### src/rtl/lock_code_entry.sv
// Front-end controller for a combination-lock core: synchronises and debounces the
// code switches and SET/TRY buttons, then runs program / compare sessions on the lock.
module lock_code_entry #(
  parameter int DB_CYC      = 20000,
  parameter int HOLD_CYC    = 50000,
  parameter int LOCKOUT_CYC = 100000
) (
  input  logic       clk,
  input  logic       rst,
  input  logic [3:0] sw,
  input  logic       btn_set,
  input  logic       btn_try,
  input  logic       open_i,
  input  logic       alert_i,
  output logic [3:0] code_o,
  output logic       enlock_o,
  output logic       encmp_o,
  output logic       granted_o,
  output logic       denied_o,
  output logic [2:0] state_o
);

  localparam int DBW       = (DB_CYC > 2) ? $clog2(DB_CYC) : 1;
  localparam int DWELL_MAX = (HOLD_CYC > LOCKOUT_CYC) ? HOLD_CYC : LOCKOUT_CYC;
  localparam int DWW       = (DWELL_MAX > 2) ? $clog2(DWELL_MAX) : 1;

  localparam logic [DBW-1:0] DB_TERM   = DBW'(DB_CYC - 1);
  localparam logic [DWW-1:0] HOLD_TERM = DWW'(HOLD_CYC - 1);
  localparam logic [DWW-1:0] LOCK_TERM = DWW'(LOCKOUT_CYC - 1);

  typedef enum logic [2:0] {
    ST_IDLE  = 3'd0,
    ST_SET   = 3'd1,
    ST_TRY   = 3'd2,
    ST_GRANT = 3'd3,
    ST_DENY  = 3'd4,
    ST_HALT  = 3'd5
  } state_t;

  state_t           state, state_next;
  logic [5:0]       raw, sync1, sync2, deb, deb_q;
  logic [DBW-1:0]   db_cnt [6];
  logic [DWW-1:0]   dwell;
  logic [3:0]       code_q;
  logic             set_ev, try_ev;

  assign raw = {btn_try, btn_set, sw};

  // Debounce: the counter only advances while the synchronised input disagrees
  // with the debounced value, so any bounce back restarts the qualification.
  always_ff @(posedge clk) begin
    if (rst) begin
      sync1 <= '0;
      sync2 <= '0;
      deb   <= '0;
      deb_q <= '0;
      for (int i = 0; i < 6; i++) db_cnt[i] <= '0;
    end else begin
      sync1 <= raw;
      sync2 <= sync1;
      deb_q <= deb;
      for (int i = 0; i < 6; i++) begin
        if (sync2[i] == deb[i]) begin
          db_cnt[i] <= '0;
        end else if (db_cnt[i] == DB_TERM) begin
          deb[i]    <= sync2[i];
          db_cnt[i] <= '0;
        end else begin
          db_cnt[i] <= db_cnt[i] + DBW'(1);
        end
      end
    end
  end

  assign set_ev = deb[4] & ~deb_q[4];
  assign try_ev = deb[5] & ~deb_q[5];

  always_ff @(posedge clk) begin
    if (rst) begin
      state  <= ST_IDLE;
      dwell  <= '0;
      code_q <= '0;
    end else begin
      state <= state_next;
      if (state != state_next) dwell <= '0;
      else if (dwell != '1)    dwell <= dwell + DWW'(1);
      // The code only tracks the switches while idle so A..D hold still during a compare.
      if (state == ST_IDLE) code_q <= deb[3:0];
    end
  end

  always_comb begin
    state_next = state;
    enlock_o   = 1'b0;
    encmp_o    = 1'b0;
    granted_o  = 1'b0;
    denied_o   = 1'b0;
    case (state)
      ST_IDLE: begin
        if (set_ev)       state_next = ST_SET;
        else if (alert_i) state_next = ST_HALT;
        else if (try_ev)  state_next = ST_TRY;
      end
      ST_SET: begin
        enlock_o   = 1'b1;
        state_next = ST_IDLE;
      end
      ST_TRY: begin
        // Single-cycle compare: a wrong code costs the lock exactly one attempt.
        encmp_o = 1'b1;
        if (open_i)       state_next = ST_GRANT;
        else if (alert_i) state_next = ST_HALT;
        else              state_next = ST_DENY;
      end
      ST_GRANT: begin
        encmp_o   = 1'b1;
        granted_o = 1'b1;
        if (!open_i || dwell == HOLD_TERM) state_next = ST_IDLE;
      end
      ST_DENY: begin
        denied_o = 1'b1;
        if (dwell == LOCK_TERM) state_next = alert_i ? ST_HALT : ST_IDLE;
      end
      ST_HALT: begin
        if (set_ev) state_next = ST_SET;
      end
      default: state_next = ST_IDLE;
    endcase
  end

  assign code_o  = code_q;
  assign state_o = state;

endmodule

### config.mk
export PLATFORM = sky130hd
export DESIGN_NAME = lock_code_entry
export DESIGN_NICKNAME = d
export VERILOG_FILES = /design/src/rtl/lock_code_entry.sv
export SDC_FILE = /design/constraint.sdc
export NUM_CORES = 1
export LEC_CHECK = 0
export CAP_MARGIN = 15
export CORE_UTILIZATION = 58
export CTS_BUF_LIST = sky130_fd_sc_hd__clkbuf_8
export DETAILED_ROUTE_END_ITERATION = 10
export GPL_TIMING_DRIVEN = 0
export MAX_ROUTING_LAYER = met4
export PLACE_DENSITY = 0.79
export SYNTH_ARGS = -nofsm -noshare
export SYNTH_HDL_FRONTEND = slang
export SYNTH_SLANG_ARGS = --single-unit
### constraint.sdc
create_clock -name clk -period 2.15 [get_ports clk]
set_input_delay 0.215 -clock clk [delete_from_list [all_inputs] [get_ports clk]]
set_output_delay 0.215 -clock clk [all_outputs]
set_load 0.02 [all_outputs]
==> metrics.md <==
| Metric | Value |
|---|---|
| Status | complete, no violations |
| # diodes | 0 |
| Detailed router's first-iteration violation count | between 200 and 300 |
| Routed len/inst | between 10 and 15 um |
| Synth warn | 0 |
| Vias in the first global route | 4810 |
| Power per cell area | ~730 nW/um2 |
| Sequential cell area fraction in the yosys report | 0.543 |
| Core Util, Final | 0.726 |
| Vias per cell | ~5.2 |
| Port Buffers | 20 |
| Post-CTS Hold Buffers | 0 |
| CP Capture Type | register |
| CTS sink count | 134 |
| Top cell type's share of synthesized area | 0.409 |
| Post-layout net count | roughly 800 |
| Setup violations, final | 0 |
| Antenna viol nets, final | 0 |
| Residual DRC count | 0 |
| Detailed Route WL | ~12000 um |
| VDD IR-drop max | 0.000412 V |
| DIE AREA | between 10000 and 15000 um2 |
| CTS Buffer Depth | 2 |
| Syn avg cell area | between 10 and 15 um2 |
| Total power | around 5.8 mW |
| Crit path DAT | 2400 ps |
| Ratio of cells with drive above 1 in the final layout | 0.113 |
| Htree depth | 4 |
| Synth top area cells | edfxtp_1, dfxtp_1, xor2_1 |
| Clock skew | approximately 11 ps |
| Hold crit path type | primary input to register |
| Clock latency on the worst-skew pair | roughly 430 ps |
| First-pass GRT wire length | 20500 um |
| Endpoints failing hold | 0 |
| Worst-Margin Slew | between 700 and 800 ps |
| Die X | about 110 um |
| Crit path max fanout | 4 |
| Largest net degree at the start of global routing | 17 |
| Num CTS Buffers | 17 |
| Distinct cells, synth | 52 |
| Placed Area | ~7300 um2 |
| P&R area growth vs syn | 20.8% |
| CP Class | register to register |
| Starting Density | 0.601 |
| Core area | around 11000 um2 |
| Worst setup SP type | register |
| Predominant post-synthesis flop cell | edfxtp_1 |
| Setup TNS | 0 ps |
| Rows | 38 |
| Gpl congestion | 0.886 |
| Vert. Die Dim | approximately 110 um |
| Min cycle time layout | about 2100 ps |
| # Max-Cap Violations | 0 |
| Gr usage total | 0.229 |
| DP HPWL | between 8000 and 9000 um |
| Clock tree from TritonCTS | done |
| CTS root buf | clkbuf_8 |
| Async S/R FF share, synth | 0 |
| Clk slew on worst S/H paths | roughly 70 ps |
| RSZ-0062 raised after global routing | true |
| Final Cycle Share | 0.968 |
| Crit path required time | around 2500 ps |
| Max-slew headroom | 0.486 |
| Cells after Synth | between 600 and 700 |
| Pre-antenna DRT Iters | 5 |
| GRT overflow | 0 |
| Cell taking the most area after synthesis | edfxtp_1 |
| Initial antenna violation count | 0 |
| Post-synth EDFFs | 90 |
| Slew Limit Fails | 0 |
| Synth Cell Area | about 6600 um2 |
| I/O Pins | 21 |
| Pleak | between 2 and 3 nW |
| Final non-filler cell area | roughly 8000 um2 |
| Number of synthesized register bits | roughly 130 |
| Fmax | between 400 and 500 MHz |
| Via count | around 4900 |
## through the flow
step	instances	hold slack, ps	worst slack (ps)
2_1_floorplan	732	343	-7.22
3_3_place_gp	892	420	-279
3_5_place_dp	892	422	-287
4_1_cts	929	305	2.27
5_1_grt	935	316	-59.4
6_report	935	334	68.6
## layer usage
metal	wire length, um	track usage
met1	5520	0.268
met2	6190	0.387
met3	424	0.0562
met4	112	0.0734
met5	0	-
## final timing paths
| path | startpoint | to | slack [ps] | cells after the start |
|---|---|---|---|---|
| min | btn_set | sync1[4]$_SDFF_PP0_ | 330 | 2 |
| max reg2reg | dwell[5]$_SDFFE_PP0P_ | dwell[14]$_SDFFE_PP0P_ | 70 | 11 |
| min reg2reg | sync1[0]$_SDFF_PP0_ | sync2[0]$_SDFF_PP0_ | 440 | 1 |
| max | dwell[5]$_SDFFE_PP0P_ | dwell[14]$_SDFFE_PP0P_ | 70 | 11 |
## report_power, final
part	internal [mW]	total (mW)	switching (mW)	leakage [nW]
Clock	1.45	2.38	0.926	0.238
Combinational	0.214	0.525	0.310	1.42
Sequential	2.84	2.93	0.0869	1.29
Total	4.51	5.84	1.32	2.95
## area by class of cell
class	count	area, um2
Buffer	10	58.8
Clock buffer	20	275
Clock inverter	12	184
Fill cell	821	3010
Inverter	10	40.0
Multi-Input combinational cell	574	3330
Sequential cell	134	3600
Tap cell	140	175
Timing Repair Buffer	35	313
## timing repair
| action | 4_1_cts | 5_1_grt |
|---|---|---|
| setup buffers | 7 | 8 |
| setup endpoints to repair | 19 | 65 |
| pin swaps | 6 | 9 |
| resized for setup | 14 | 18 |
## kinds of logic after synthesis
family                   synth area share
adder cells (fa/ha/maj)            0.0170
XOR/XNOR                            0.118
buffers and inverters              0.0165
AO/OA/AOI/OAI                      0.0458
AND/OR/NAND/NOR                     0.247
multiplexers                       0.0121
flip-flops                          0.543
other                            0.000568
## cell usage after synthesis (all sizes together) (2+ instances only)
cell,number
xor2,64
a21oi,17
or3,9
ha,9
nor4b,7
nand4,17
and3,20
inv,9
nor2b,18
nand2,60
a31oi,2
nor2,121
mux2i,8
buf,7
a31o,2
dfxtp,44
edfxtp,90
or2,3
and4,4
xnor2,25
nand2b,6
nand3,44
clkbuf,7
nor3,20
o21ai,12
a211oi,2
o2111ai,2
## cell usage in the layout, fill, tap and decap left out, drive strengths merged, types with 3 or more instances in the layout
cell / n
nor2: 121
edfxtp: 90
conb: 90
xor2: 64
nand2: 60
nand3: 44
dfxtp: 44
xnor2: 25
clkbuf: 25
nor3: 20
buf: 20
and3: 20
nor2b: 18
nand4: 17
a21oi: 17
clkdlybuf4s50: 17
inv: 14
o21ai: 12
or3: 9
ha: 9
mux2i: 8
nor4b: 7
nand2b: 6
bufinv: 5
and4: 4
or2: 3
## sequential cells by signal (all words and copies together), names as in the netlist
name	flops
deb_q	2
dwell	17
sync2	6
code_o	4
state_o	3
sync1	6
db_cnt	90
deb	6
## worst max-delay path, stage by stage (launching register included)
cell,delay [ps]
dfxtp_4,340
and3_4,170
and4_4,250
nand2_2,70
nor3_2,130
ha_2,280
nor2b_4,60
and2_4,160
and3_4,180
nor2b_1,130
xnor2_1,160
nor2_2,40
Power figures use the tool's default switching activity.
==> variant 1: new RTL, config.mk and constraints unchanged <==
The parameter `HOLD_CYC` goes from 50000 to 100000.
--- a/src/rtl/lock_code_entry.sv
+++ b/src/rtl/lock_code_entry.sv
@@ -2,7 +2,7 @@
 // code switches and SET/TRY buttons, then runs program / compare sessions on the lock.
 module lock_code_entry #(
   parameter int DB_CYC      = 20000,
-  parameter int HOLD_CYC    = 50000,
+  parameter int HOLD_CYC    = 100000,
   parameter int LOCKOUT_CYC = 100000
 ) (
   input  logic       clk,
Formal check against the unedited RTL: same outputs for any inputs over 10 cycles, from zero or initial values and one cycle with rst high; that may be too few to reach the edited logic, so the function may still have changed.
==> variant 1 against the original RTL <==
Largest power group unchanged; synthesized area increased by 1.4%; critical endpoint is now dwell[5]; the flow now finishes with violations (setup timing); synthesized cell count increased by 0.62%; non-clock buffer count increased by 9; sequential cell count unchanged; wire length increased by 5.8%; via count increased by 1.6%; setup slack got worse by 0.086 ns; combinational power decreased by 3%; sequential share of layout area decreased by 0.73 points; first-iteration DRC count increased by 16%; total power decreased by 6.1%; global-route usage increased by 0.60 points; design area increased by 1.6%.
==> variant 1: results (changes against the original RTL) <==
.. list-table::
   :header-rows: 1

   * - Metric
     - Value
   * - Top area cells in the synthesized netlist
     - sky130_fd_sc_hd__edfxtp_1, sky130_fd_sc_hd__dfxtp_1, sky130_fd_sc_hd__xnor2_1, sky130_fd_sc_hd__nor2_1, sky130_fd_sc_hd__xor2_1
   * - Number of global-route vias before repair
     - 4741 (-1.4%)
   * - Type of the tightest min-delay check
     - in2reg
   * - Largest registers ranked by flip-flop count
     - db_cnt x90, dwell x17
   * - Resized Gates After CTS
     - 12 (-2)
   * - Unique cell type count in the Yosys netlist
     - 50 (-3.8%)
   * - Total of endpoints with negative setup slack in the final report
     - 1 (+1)
   * - DP Wirelength
     - 8.85 mm (+2.9%)
   * - Number of instances in the placed design
     - 896 (+0.45%)
   * - Setup ws final
     - -0.0173 ns (-0.0859 ns)
   * - Post-route insts no fill
     - 946 (+1.2%)
   * - DP Area
     - 0.00741 sq mm (+1.1%)
   * - Worst-Margin Slew
     - 0.626 ns (-0.139 ns)
   * - Result of the run
     - complete, but fails checks
   * - Max incr delay on CP
     - 0.37 ns (+0.03 ns)
   * - Violations in the final reports
     - setup timing
   * - Seq/Total Area, Yosys
     - 0.535 (-0.00760)
   * - Fraction of final layout cells with drive strength greater than 1
     - 0.120 (+0.00714)
   * - Peak ir drop on the vdd network
     - 580 uV (+41%)
   * - Total setup buffers inserted after CTS
     - 9 (+2)
   * - Latest clock arrival within the worst-skew pair
     - 0.45 ns (+0.02 ns)
   * - Worst setup timing slack at the placement stage
     - -0.330 ns (-0.0422 ns)
   * - Number of instances in the synthesized netlist
     - 647 (+0.62%)
   * - Clock buffers created by TritonCTS
     - 17 (unchanged)
   * - First-pass detailed-route iteration total
     - 7 (+2)
   * - Routed wire per std cell
     - 13.7 microns (+4.6%)
   * - First-pass GRT wire length
     - 20.9 mm (+1.6%)
   * - Setup TNS
     - -0.0173 ns (-0.0173 ns)
   * - Skew final
     - 0.0114 ns (+0.000624 ns)
   * - Timing-limited maximum frequency
     - 461 MHz (-4.0%)
   * - 1st-iter DRT viols
     - 320 (+16%)
   * - Leakage component of the power
     - 2.98 nW (+0.80%)
   * - Global routing usage summed across all routing layers
     - 0.235 (+0.00599)
   * - Post-layout nets
     - 812 (+1.4%)
   * - Library cell contributing the largest single delay on the critical path
     - sky130_fd_sc_hd__dfxtp_2
   * - Worst endpoint data arrival time
     - 2.52 ns (+0.12 ns)
   * - Vias/cell
     - 5.26 (+0.39%)
   * - Top cells by instance count after synthesis
     - sky130_fd_sc_hd__nor2_1, sky130_fd_sc_hd__edfxtp_1, sky130_fd_sc_hd__xnor2_1
   * - Max-capacitance violation count
     - 0 (unchanged)
   * - Global placement routability congestion
     - 0.823 (-7.2%)
   * - Worst-path fanout max
     - 6 (+2)
-- variant 1: cell types whose count changed after synthesis, sizes merged, moves of 7 or more --
cell | unedited run | this run
nor4 | 1 | 24
a21oi | 17 | 10
nand2 | 60 | 53
xnor2 | 25 | 54
nand3 | 44 | 33
xor2 | 64 | 44
o21ai | 12 | 5
-- variant 1: kinds of logic (layout without fill, tap and decap cells) --
| family | after synthesis | count (layout) | synth area share |
|---|---|---|---|
| and+or+nand+nor | 340 | 340 | 0.256 |
| DFF | 134 | 134 | 0.535 |
| xor gates and xnor gates | 98 | 98 | 0.128 |
| AOI/OAI and AO/OA | 29 | 29 | 0.0299 |
| buffers and inverters | 28 | 98 | 0.0220 |
| adders and majority gates | 9 | 9 | 0.0168 |
| muxes | 8 | 8 | 0.0120 |
| other | 1 | 90 | 0.000560 |
-- variant 1: worst paths after layout --
check        startpoint  endpoint  cells past startpoint
min             btn_set  sync1[4]                      2
max reg2reg    dwell[7]  dwell[5]                      9
min reg2reg    sync1[3]  sync2[3]                      1
max            dwell[7]  dwell[5]                      9
-- variant 1: final cells by class --
class	instances	area [sq um]
clock buffers	21	289
inverters	12	45.0
repair buffers	40	350
flip-flops and latches	134	3600
fillers	798	2930
well taps	140	175
multi-input cells	574	3450
clock inverters	11	95.1
plain buffers	14	104
-- variant 1: layer usage --
layer | wire (microns) | GRT usage | part of all wire
met2 | 6580 | 0.398 | 0.51
met5 | 0 | - | 0
met1 | 5680 | 0.265 | 0.44
met3 | 532 | 0.0676 | 0.041
met4 | 154 | 0.0819 | 0.012
-- variant 1: power breakdown --
group | total, mW | switching, mW | internal, mW | leakage, nW
clock | 2.04 | 0.920 | 1.12 | 0.222
combinational | 0.510 | 0.301 | 0.209 | 1.46
sequential | 2.93 | 0.0924 | 2.84 | 1.29
==> variant 2: new RTL, config.mk and constraints unchanged <==
Without the edit above. Register the inputs `sw`, `btn_set` and `btn_try` before use, without a reset. The logic sees them one clock later. The other inputs are not delayed to match.
--- a/src/rtl/lock_code_entry.sv
+++ b/src/rtl/lock_code_entry.sv
@@ -37,6 +37,16 @@
     ST_HALT  = 3'd5
   } state_t;
 
+  logic [3:0] sw_q;
+  logic btn_set_q;
+  logic btn_try_q;
+
+  always_ff @(posedge clk) begin
+    sw_q      <= sw;
+    btn_set_q <= btn_set;
+    btn_try_q <= btn_try;
+  end
+
   state_t           state, state_next;
   logic [5:0]       raw, sync1, sync2, deb, deb_q;
   logic [DBW-1:0]   db_cnt [6];
@@ -44,7 +54,7 @@
   logic [3:0]       code_q;
   logic             set_ev, try_ev;
 
-  assign raw = {btn_try, btn_set, sw};
+  assign raw = {btn_try_q, btn_set_q, sw_q};
 
   // Debounce: the counter only advances while the synchronised input disagrees
   // with the debounced value, so any bounce back restarts the qualification.
Behaviour: same outputs for any inputs over 10 cycles, from zero or initial values and one cycle with rst high; that may be too few to reach the edited logic, so the function may still have changed.
==> variant 2 against the original RTL <==
The flow now finishes with violations (setup timing); setup slack worse by 0.22 ns; sequential cell count increased by 6; total power rose by 8.3%; clock skew is 0.0035 ns lower; wire length grew 21%; design area up 8.2%; synthesized area rose by 3.5%; highest routed layer unchanged; critical path depth down 4; combinational power grew 19%; largest cell class unchanged.
==> variant 2: results (changes against the original RTL) <==
.. list-table::
   :header-rows: 1

   * - Metric
     - Value
   * - Result of the run
     - complete, but fails checks
   * - Violations in the final reports
     - setup timing
   * - Start of the worst register-to-register path
     - dwell[7]
   * - Routed wire per std cell
     - 15.5 microns (+19%)
   * - Top area cells in the synthesized netlist
     - sky130_fd_sc_hd__edfxtp_1, sky130_fd_sc_hd__dfxtp_1, sky130_fd_sc_hd__xor2_1, sky130_fd_sc_hd__nor2_1, sky130_fd_sc_hd__xnor2_1
   * - Leakage component of the power
     - 3.17 nW (+7.5%)
   * - 1st-iter DRT viols
     - 422 (+53%)
   * - DP Wirelength
     - 9.24 mm (+7.4%)
   * - Fraction of the mapped netlist area in adder cells
     - 0.0165 (-0.000580)
   * - Latest clock arrival within the worst-skew pair
     - 0.45 ns (+0.02 ns)
   * - Number of filler cells placed in the layout
     - 731 (-11%)
   * - Setup ws final
     - -0.149 ns (-0.218 ns)
   * - Worst-path fanout max
     - 6 (+2)
   * - Seq/Total Area, Yosys
     - 0.542 (-0.000898)
   * - Worst-case reg-to-reg path depth
     - 7 (-4)
   * - Fraction of synthesized area in multiplexers
     - 0.0176 (+0.00544)
   * - Top cells by instance count after synthesis
     - sky130_fd_sc_hd__nor2_1, sky130_fd_sc_hd__edfxtp_1, sky130_fd_sc_hd__xor2_1
   * - DP Area
     - 0.00758 sq mm (+3.4%)
   * - Share of cell area taken by multi-input logic gates
     - 0.423 (+0.00534)
   * - Peak ir drop on the vdd network
     - 578 uV (+40%)
   * - Inverter count
     - 7 (-3)
   * - Library cell contributing the largest single delay on the critical path
     - sky130_fd_sc_hd__or4b_4
   * - XOR/XNOR share of the synthesized area
     - 0.115 (-0.00274)
   * - Post-layout nets
     - 819 (+2.2%)
   * - Clk tree area frac
     - 0.0583 (+0.000735)
   * - Register bit count reported by yosys
     - 140 (+4.5%)
   * - Area used by sequential logic in the layout
     - 0.00373 sq mm (+3.7%)
   * - Total of endpoints with negative setup slack in the final report
     - 16 (+16)
   * - Global placement routability congestion
     - 0.916 (+3.4%)
   * - Non-clock buffers, area share
     - 0.0622 (+0.0156)
   * - Net switching power
     - 1.47 mW (+11%)
   * - Worst-case hold path end point
     - btn_set_q
   * - Resized Gates After CTS
     - 24 (+10)
   * - Worst endpoint data arrival time
     - 2.68 ns (+0.28 ns)
   * - Hold_ws
     - 0.199 ns (-0.135 ns)
   * - Setup TNS
     - -1.69 ns (-1.69 ns)
   * - Power per Cell Area
     - 733 mW/mm^2 (+0.15%)
   * - Total of plain and repair buffers excluding clock buffers
     - 57 (+27%)
==> variant 2: cell types whose count changed after synthesis, moves of 4 or more <==
cell	unedited run	this run
sky130_fd_sc_hd__nand2_1	60	50
sky130_fd_sc_hd__or2_2	0	4
sky130_fd_sc_hd__dfxtp_1	44	50
sky130_fd_sc_hd__a21oi_1	17	13
sky130_fd_sc_hd__mux2i_1	8	12
sky130_fd_sc_hd__nor3_2	0	10
sky130_fd_sc_hd__nor2_2	10	0
sky130_fd_sc_hd__nor2_1	111	116
==> variant 2: per-stage QoR <==
step	worst slack, ns	instances
detailed placement	-0.460	901
global placement	-0.434	901
CTS	-0.0686	942
global route	-0.229	956
finish	-0.149	956
floorplan	-0.0803	738
==> variant 2: layer usage <==
| layer | track usage | up-vias | wire length (microns) |
|---|---|---|---|
| met4 | 0.113 | 0 | 520 |
| met3 | 0.0510 | 49 | 577 |
| met5 | - | - | 0 |
| met1 | 0.263 | 2475 | 6070 |
| met2 | 0.423 | 138 | 7670 |
| li1 | - | 2508 | - |
